$ cat src/rtl/dsm_channel_meter.sv
// dsm_channel_meter: single-channel pulse measurement engine.
// Times one high + low period of a synchronised pin, then derives duty in per-mille
// with a restoring serial divider and holds the results until the request drops.
module dsm_channel_meter #(
    parameter int unsigned CNT_W       = 16,
    parameter logic [31:0] TIMEOUT_CYC = 32'd50_000_000
) (
    input  logic             clk,
    input  logic             rst_n,
    input  logic             measure_start,
    input  logic             measure_pin,
    output logic [CNT_W-1:0] high_time,
    output logic [CNT_W-1:0] low_time,
    output logic [CNT_W-1:0] period_time,
    output logic [15:0]      duty_cycle,
    output logic             measure_done,
    output logic             measure_timeout,
    output logic             busy
);
    localparam int unsigned DivdW = CNT_W + 10;  // wide enough for high_cnt * 1000
    localparam int unsigned DivsW = CNT_W + 1;   // unsaturated high + low
    localparam int unsigned StepW = $clog2(DivdW);

    typedef enum logic [2:0] {StIdle, StWaitRise, StHigh, StLow, StDiv, StDone} state_e;

    state_e           state_q, state_d;
    logic             pin_m_q, pin_s_q, pin_d_q;
    logic             rise, fall;
    logic [CNT_W-1:0] high_cnt_q, high_cnt_d, low_cnt_q, low_cnt_d;
    logic [31:0]      tmo_q, tmo_d;
    logic             tmo_hit;
    logic [DivdW-1:0] dq_q, dq_d, dq_next;
    logic [DivsW-1:0] rem_q, rem_d, rem_sub, divisor;
    logic [DivsW:0]   trial;
    logic             qbit;
    logic [StepW-1:0] step_q, step_d;
    logic [CNT_W-1:0] high_res_q, high_res_d, low_res_q, low_res_d, per_res_q, per_res_d;
    logic [15:0]      duty_res_q, duty_res_d;
    logic             tmo_res_q, tmo_res_d;
    logic             go_tmo, go_done;

    assign rise = pin_s_q & ~pin_d_q;
    assign fall = ~pin_s_q & pin_d_q;

    // Any edge restarts the timeout window, and an edge always beats a timeout.
    assign tmo_hit = ~(rise | fall) && (tmo_q >= TIMEOUT_CYC - 32'd1);

    // One restoring-division step: shift in the next dividend bit, subtract if it fits.
    assign divisor = {1'b0, high_cnt_q} + {1'b0, low_cnt_q};
    assign trial   = {rem_q, dq_q[DivdW-1]};
    assign qbit    = trial >= {1'b0, divisor};
    assign rem_sub = trial[DivsW-1:0] - divisor;
    assign dq_next = {dq_q[DivdW-2:0], qbit};

    assign high_time       = high_res_q;
    assign low_time        = low_res_q;
    assign period_time     = per_res_q;
    assign duty_cycle      = duty_res_q;
    assign measure_timeout = tmo_res_q;
    assign measure_done    = (state_q == StDone);
    assign busy            = (state_q != StIdle) && (state_q != StDone);

    // Two-flop synchroniser plus one delay stage for edge detection.
    always_ff @(posedge clk or negedge rst_n) begin
        if (!rst_n) begin
            pin_m_q <= 1'b0;
            pin_s_q <= 1'b0;
            pin_d_q <= 1'b0;
        end else begin
            pin_m_q <= measure_pin;
            pin_s_q <= pin_m_q;
            pin_d_q <= pin_s_q;
        end
    end

    // State, counters, divider and held results.
    always_ff @(posedge clk or negedge rst_n) begin
        if (!rst_n) begin
            state_q    <= StIdle;
            high_cnt_q <= '0;
            low_cnt_q  <= '0;
            tmo_q      <= '0;
            dq_q       <= '0;
            rem_q      <= '0;
            step_q     <= '0;
            high_res_q <= '0;
            low_res_q  <= '0;
            per_res_q  <= '0;
            duty_res_q <= '0;
            tmo_res_q  <= 1'b0;
        end else begin
            state_q    <= state_d;
            high_cnt_q <= high_cnt_d;
            low_cnt_q  <= low_cnt_d;
            tmo_q      <= tmo_d;
            dq_q       <= dq_d;
            rem_q      <= rem_d;
            step_q     <= step_d;
            high_res_q <= high_res_d;
            low_res_q  <= low_res_d;
            per_res_q  <= per_res_d;
            duty_res_q <= duty_res_d;
            tmo_res_q  <= tmo_res_d;
        end
    end

    // Next-state logic; a dropped request wins over edges and timeouts.
    always_comb begin
        state_d    = state_q;
        high_cnt_d = high_cnt_q;
        low_cnt_d  = low_cnt_q;
        tmo_d      = tmo_q;
        dq_d       = dq_q;
        rem_d      = rem_q;
        step_d     = step_q;
        high_res_d = high_res_q;
        low_res_d  = low_res_q;
        per_res_d  = per_res_q;
        duty_res_d = duty_res_q;
        tmo_res_d  = tmo_res_q;
        go_tmo     = 1'b0;
        go_done    = 1'b0;

        case (state_q)
            StIdle: begin
                if (measure_start) begin
                    state_d    = StWaitRise;
                    high_cnt_d = '0;
                    low_cnt_d  = '0;
                    tmo_d      = '0;
                end
            end
            StWaitRise: begin
                tmo_d = (rise | fall) ? 32'd0 : tmo_q + 32'd1;
                if (!measure_start) begin
                    state_d = StIdle;
                end else if (rise) begin
                    state_d    = StHigh;
                    high_cnt_d = CNT_W'(1);
                end else if (tmo_hit) begin
                    go_tmo = 1'b1;
                end
            end
            StHigh: begin
                tmo_d = (rise | fall) ? 32'd0 : tmo_q + 32'd1;
                if (!measure_start) begin
                    state_d = StIdle;
                end else if (fall) begin
                    state_d   = StLow;
                    low_cnt_d = CNT_W'(1);
                end else if (tmo_hit) begin
                    go_tmo = 1'b1;
                end else if (!(&high_cnt_q)) begin
                    high_cnt_d = high_cnt_q + CNT_W'(1);
                end
            end
            StLow: begin
                tmo_d = (rise | fall) ? 32'd0 : tmo_q + 32'd1;
                if (!measure_start) begin
                    state_d = StIdle;
                end else if (rise) begin
                    state_d = StDiv;
                    dq_d    = DivdW'(high_cnt_q) * DivdW'(1000);
                    rem_d   = '0;
                    step_d  = '0;
                end else if (tmo_hit) begin
                    go_tmo = 1'b1;
                end else if (!(&low_cnt_q)) begin
                    low_cnt_d = low_cnt_q + CNT_W'(1);
                end
            end
            StDiv: begin
                if (!measure_start) begin
                    state_d = StIdle;
                end else begin
                    dq_d   = dq_next;
                    rem_d  = qbit ? rem_sub : trial[DivsW-1:0];
                    step_d = step_q + StepW'(1);
                    if (step_q == StepW'(DivdW - 1)) begin
                        go_done = 1'b1;
                    end
                end
            end
            StDone: begin
                if (!measure_start) begin
                    state_d = StIdle;
                end
            end
            default: state_d = StIdle;
        endcase

        if (go_tmo) begin
            state_d    = StDone;
            high_res_d = '0;
            low_res_d  = '0;
            per_res_d  = '0;
            duty_res_d = pin_s_q ? 16'd1000 : 16'd0;
            tmo_res_d  = 1'b1;
        end

        if (go_done) begin
            state_d    = StDone;
            high_res_d = high_cnt_q;
            low_res_d  = low_cnt_q;
            per_res_d  = divisor[CNT_W] ? '1 : divisor[CNT_W-1:0];
            duty_res_d = 16'(dq_next);
            tmo_res_d  = 1'b0;
        end
    end
endmodule

$ cat config.mk
export PLATFORM = sky130hd
export DESIGN_NAME = dsm_channel_meter
export DESIGN_NICKNAME = d
export VERILOG_FILES = /design/src/rtl/dsm_channel_meter.sv
export SDC_FILE = /design/constraint.sdc
export NUM_CORES = 1
export LEC_CHECK = 0
export BUFFER_PORTS_ARGS = -buffer_cell sky130_fd_sc_hd__buf_2
export CAP_MARGIN = 20
export CORE_ASPECT_RATIO = 1.1
export CORE_UTILIZATION = 34
export CTS_CLUSTER_SIZE = 16
export DETAILED_ROUTE_END_ITERATION = 8
export PLACE_DENSITY_LB_ADDON = 0.3
export RECOVER_POWER = 50
export REMOVE_ABC_BUFFERS = 1
export SLEW_MARGIN = 0
export SYNTH_ARGS = -nofsm -noshare
export SYNTH_HDL_FRONTEND = slang
export SYNTH_SLANG_ARGS = --single-unit
$ cat constraint.sdc
create_clock -name clk -period 10.1 [get_ports clk]
set_clock_uncertainty 0.05 [all_clocks]
set_input_delay 0.505 -clock clk [delete_from_list [all_inputs] [get_ports clk]]
set_output_delay 0.505 -clock clk [all_outputs]
set_load 0.005 [all_outputs]
==> results.sh <==
export IMPL_path_max_fanout=99
export IMPL_finalNetCount=1578
export IMPL_fp_row_count=73
export IMPL_cp_data_arrival_time_ns=5.23
export IMPL_power_mw=2.16
export IMPL_synth_top_family_by_area="adder cells"
export IMPL_clockRootBuffer="clkbuf_16"
export IMPL_drt_total_wl_um=33100
export IMPL_dpl_cell_count=1891
export IMPL_finalCriticalPeriod_ns=5.47
export IMPL_final_cell_mix="dfrtp_1 (183), nand2_1 (156), o21ai_0 (123), inv_1 (105), a21oi_1 (96)"
export IMPL_fillCellCount=3687
export IMPL_violations="max-capacitance violations, max-slew violations"
export IMPL_synth_top_cell_area_share=0.365
export IMPL_ctsResizeCount=0
export IMPL_path_clk_slew_ns=0.07
export IMPL_start_kind="input port"
export IMPL_cellPowerDensity_nw_per_um2=155
export IMPL_antenna_found_initial=1
export IMPL_drive_gt1_frac=0.0702
export IMPL_dr_total_vias=10300
export IMPL_clock_latency_ns=0.45
export IMPL_dr_max_layer_used="met5"
export IMPL_initialDrtViolationCount=624
export IMPL_largest_register_ffs=32
export IMPL_finalNonFillerCells=1926
export IMPL_grt_max_degree=125
export IMPL_crit_path_cell_trace="dlygate4sd3_1 -> clkbuf_1 -> buf_16 -> clkbuf_1"
export IMPL_cap_violations=3
export IMPL_synthMuxAreaShare=0.00329
export IMPL_p_leak_nw=6.30
export IMPL_drcViolationCount=0
export IMPL_final_common_cell="dfrtp_1"
export IMPL_htreeDepth=4
export IMPL_grt_setup_unrepaired="no"
export IMPL_synth_avg_cell_area_um2=9.12
export IMPL_first_pass_iters=5
export IMPL_grt_pass1_vias=10300
export IMPL_tightest_slew_ns=3.31
export IMPL_hold_path_class="in -> reg"
export IMPL_fin_setup_tns_ns=0
export IMPL_status="finished with violations"
export IMPL_hold_ws_ns=0.105
export IMPL_cts_buffer_depth=2
export IMPL_cts_buffers=17
export IMPL_synth_top_area_cell="dfrtp_1"
export IMPL_diodes=0
export IMPL_crit_path_end_kind="async pin"
export IMPL_top_regs="tmo_q x32, dq_q x26, rem_q x17"
export IMPL_grt_pass1_wl_um=54600
export IMPL_core_region_area_um2=36300
export IMPL_grt_usage=0.185
export IMPL_postCtsSetupBuffers=0
export IMPL_tritoncts="done"
export IMPL_holdPathStages=1
export IMPL_hpwl_um=24400
export IMPL_required_ns=9.86
export IMPL_hold_violations=0
export IMPL_slowest_stage="clkbuf_1"
export IMPL_drv_slew=144
export IMPL_routabilityCongestion=0.855
export IMPL_die_x_um=185
export IMPL_synth_top_cells_by_area="dfrtp_1 (37%), ha_1 (9.2%), fa_1 (8.9%), o21ai_0 (4.9%), nand2_1 (4.7%)"
export IMPL_setup_violations=0
export IMPL_rr_worst_depth=7
export IMPL_fin_ws_ns=4.63
export IMPL_finalCritPeriodShare=0.542
export IMPL_area_growth_pct=11.3
export IMPL_synth_compound_area_frac=0.181
export IMPL_die_y_um=203
export IMPL_crit_path_max_incr_delay_ns=2.39
export IMPL_netlist_area_um2=12500
export IMPL_ys_warn_count=0
export IMPL_cts_sinks=183
export IMPL_place_ws_ns=5.11
export IMPL_synth_fa_ha_area_frac=0.181
export IMPL_synthSimpleGateAreaFrac=0.174
export IMPL_numPortBuffers=70
export IMPL_irDropWorstVdd_mv=0.152
export IMPL_overflow=0
export IMPL_synth_edff_count=0
export IMPL_wl_met2_um=16100
export IMPL_top_register="tmo_q"
export IMPL_postCtsHoldBufs=0
export IMPL_synth_cells=1374
export IMPL_synth_seq_cells=183
export IMPL_path_class="in -> async"
export IMPL_met1_length_um=15200
export IMPL_wl_met3_um=1170
export IMPL_viasPerCell=5.36
export IMPL_cp_common_cell="clkbuf_1"
export IMPL_wl_per_cell_um=17.2
export IMPL_initial_core_util=0.346
export IMPL_dieArea_um2=37600
export IMPL_ios=71
export IMPL_synth_xor_area_share=0.0475
export IMPL_postRouteAntennaNets=0
export IMPL_slew_headroom=-1.21
export IMPL_ys_flop_type="dfrtp_1"
export IMPL_ys_seq_area_frac=0.365
export IMPL_ys_types=65
export IMPL_synth_async_reset_ratio=1.00
export IMPL_clock_fmax_mhz=183
synthesized netlist by cell type (6+ instances only):
cell and n:
fa_1 56, nor3_1 21, a21o_1 17, or2_2 6, o21bai_1 9, nand3_1 82
a211oi_1 10, nor2b_1 7, xor2_1 33, or3_1 25, nand4_1 15, o211ai_1 10
nor4_1 8, dfrtp_1 183, and3_1 15, and4_1 7, o31ai_1 9, nand2b_1 7
a31oi_1 19, ha_1 92, xnor2_1 35, o21a_1 9, inv_1 105, a22oi_1 23
clkbuf_1 45, nor2_1 71, a21oi_1 96, o21ai_0 123, nand2_1 156
critical path, delay by kind of cell:
| family | cells | cell delay [ns] |
|---|---|---|
| buf+inv | 4 | 4.53 |
stage by stage:
stage / utilization / cell area, um^2
global placement: 0.370 / 13400
global route: 0.385 / 14000
floorplan: - / 12300
CTS: 0.385 / 14000
finish: 0.385 / 14000
detailed placement: 0.370 / 13400
routing by layer:
layer / vias up / track usage
met4: 2 / 0.0552
li1: 4958 / -
met3: 49 / 0.0320
met5: - / 0
met2: 175 / 0.307
met1: 5146 / 0.245
cell type report:
class / instances / area (um^2) / share of cell area
Clock buffer: 19 / 453 / 0.0325
Inverter: 105 / 394 / 0.0282
Multi-Input combinational cell: 1033 / 7360 / 0.527
Tap cell: 487 / 609 / 0.0437
Clock inverter: 13 / 115 / 0.00825
Sequential cell: 183 / 4580 / 0.328
Timing Repair Buffer: 86 / 442 / 0.0317
report_power, final:
part           internal (mW)  switching, mW  total (mW)
Clock                  0.336          0.327       0.662
Sequential             0.787         0.0537       0.841
Combinational          0.255          0.403       0.658
cell families after synthesis:
| family | Yosys count |
|---|---|
| XOR/XNOR | 68 |
| flip-flops | 183 |
| AO/OA/AOI/OAI | 364 |
| buffers and inverters | 158 |
| adder cells (fa/ha/maj) | 148 |
| AND/OR/NAND/NOR | 449 |
| multiplexers | 4 |
worst paths after layout:
| path | start | to | slack (ns) |
|---|---|---|---|
| worst max-delay path | rst_n | high_cnt_q[0] | 4.63 |
| worst min-delay path | measure_pin | pin_m_q | 0.10 |
| worst max register to register | state_q[0] | high_time[9] | 5.04 |
| worst min register to register | pin_m_q | pin_s_q | 0.31 |
| max in group clk | state_q[0] | high_time[9] | 5.04 |
| min in group asynchronous | rst_n | duty_cycle[9] | 0.95 |
(Power assumes the default switching activity.)
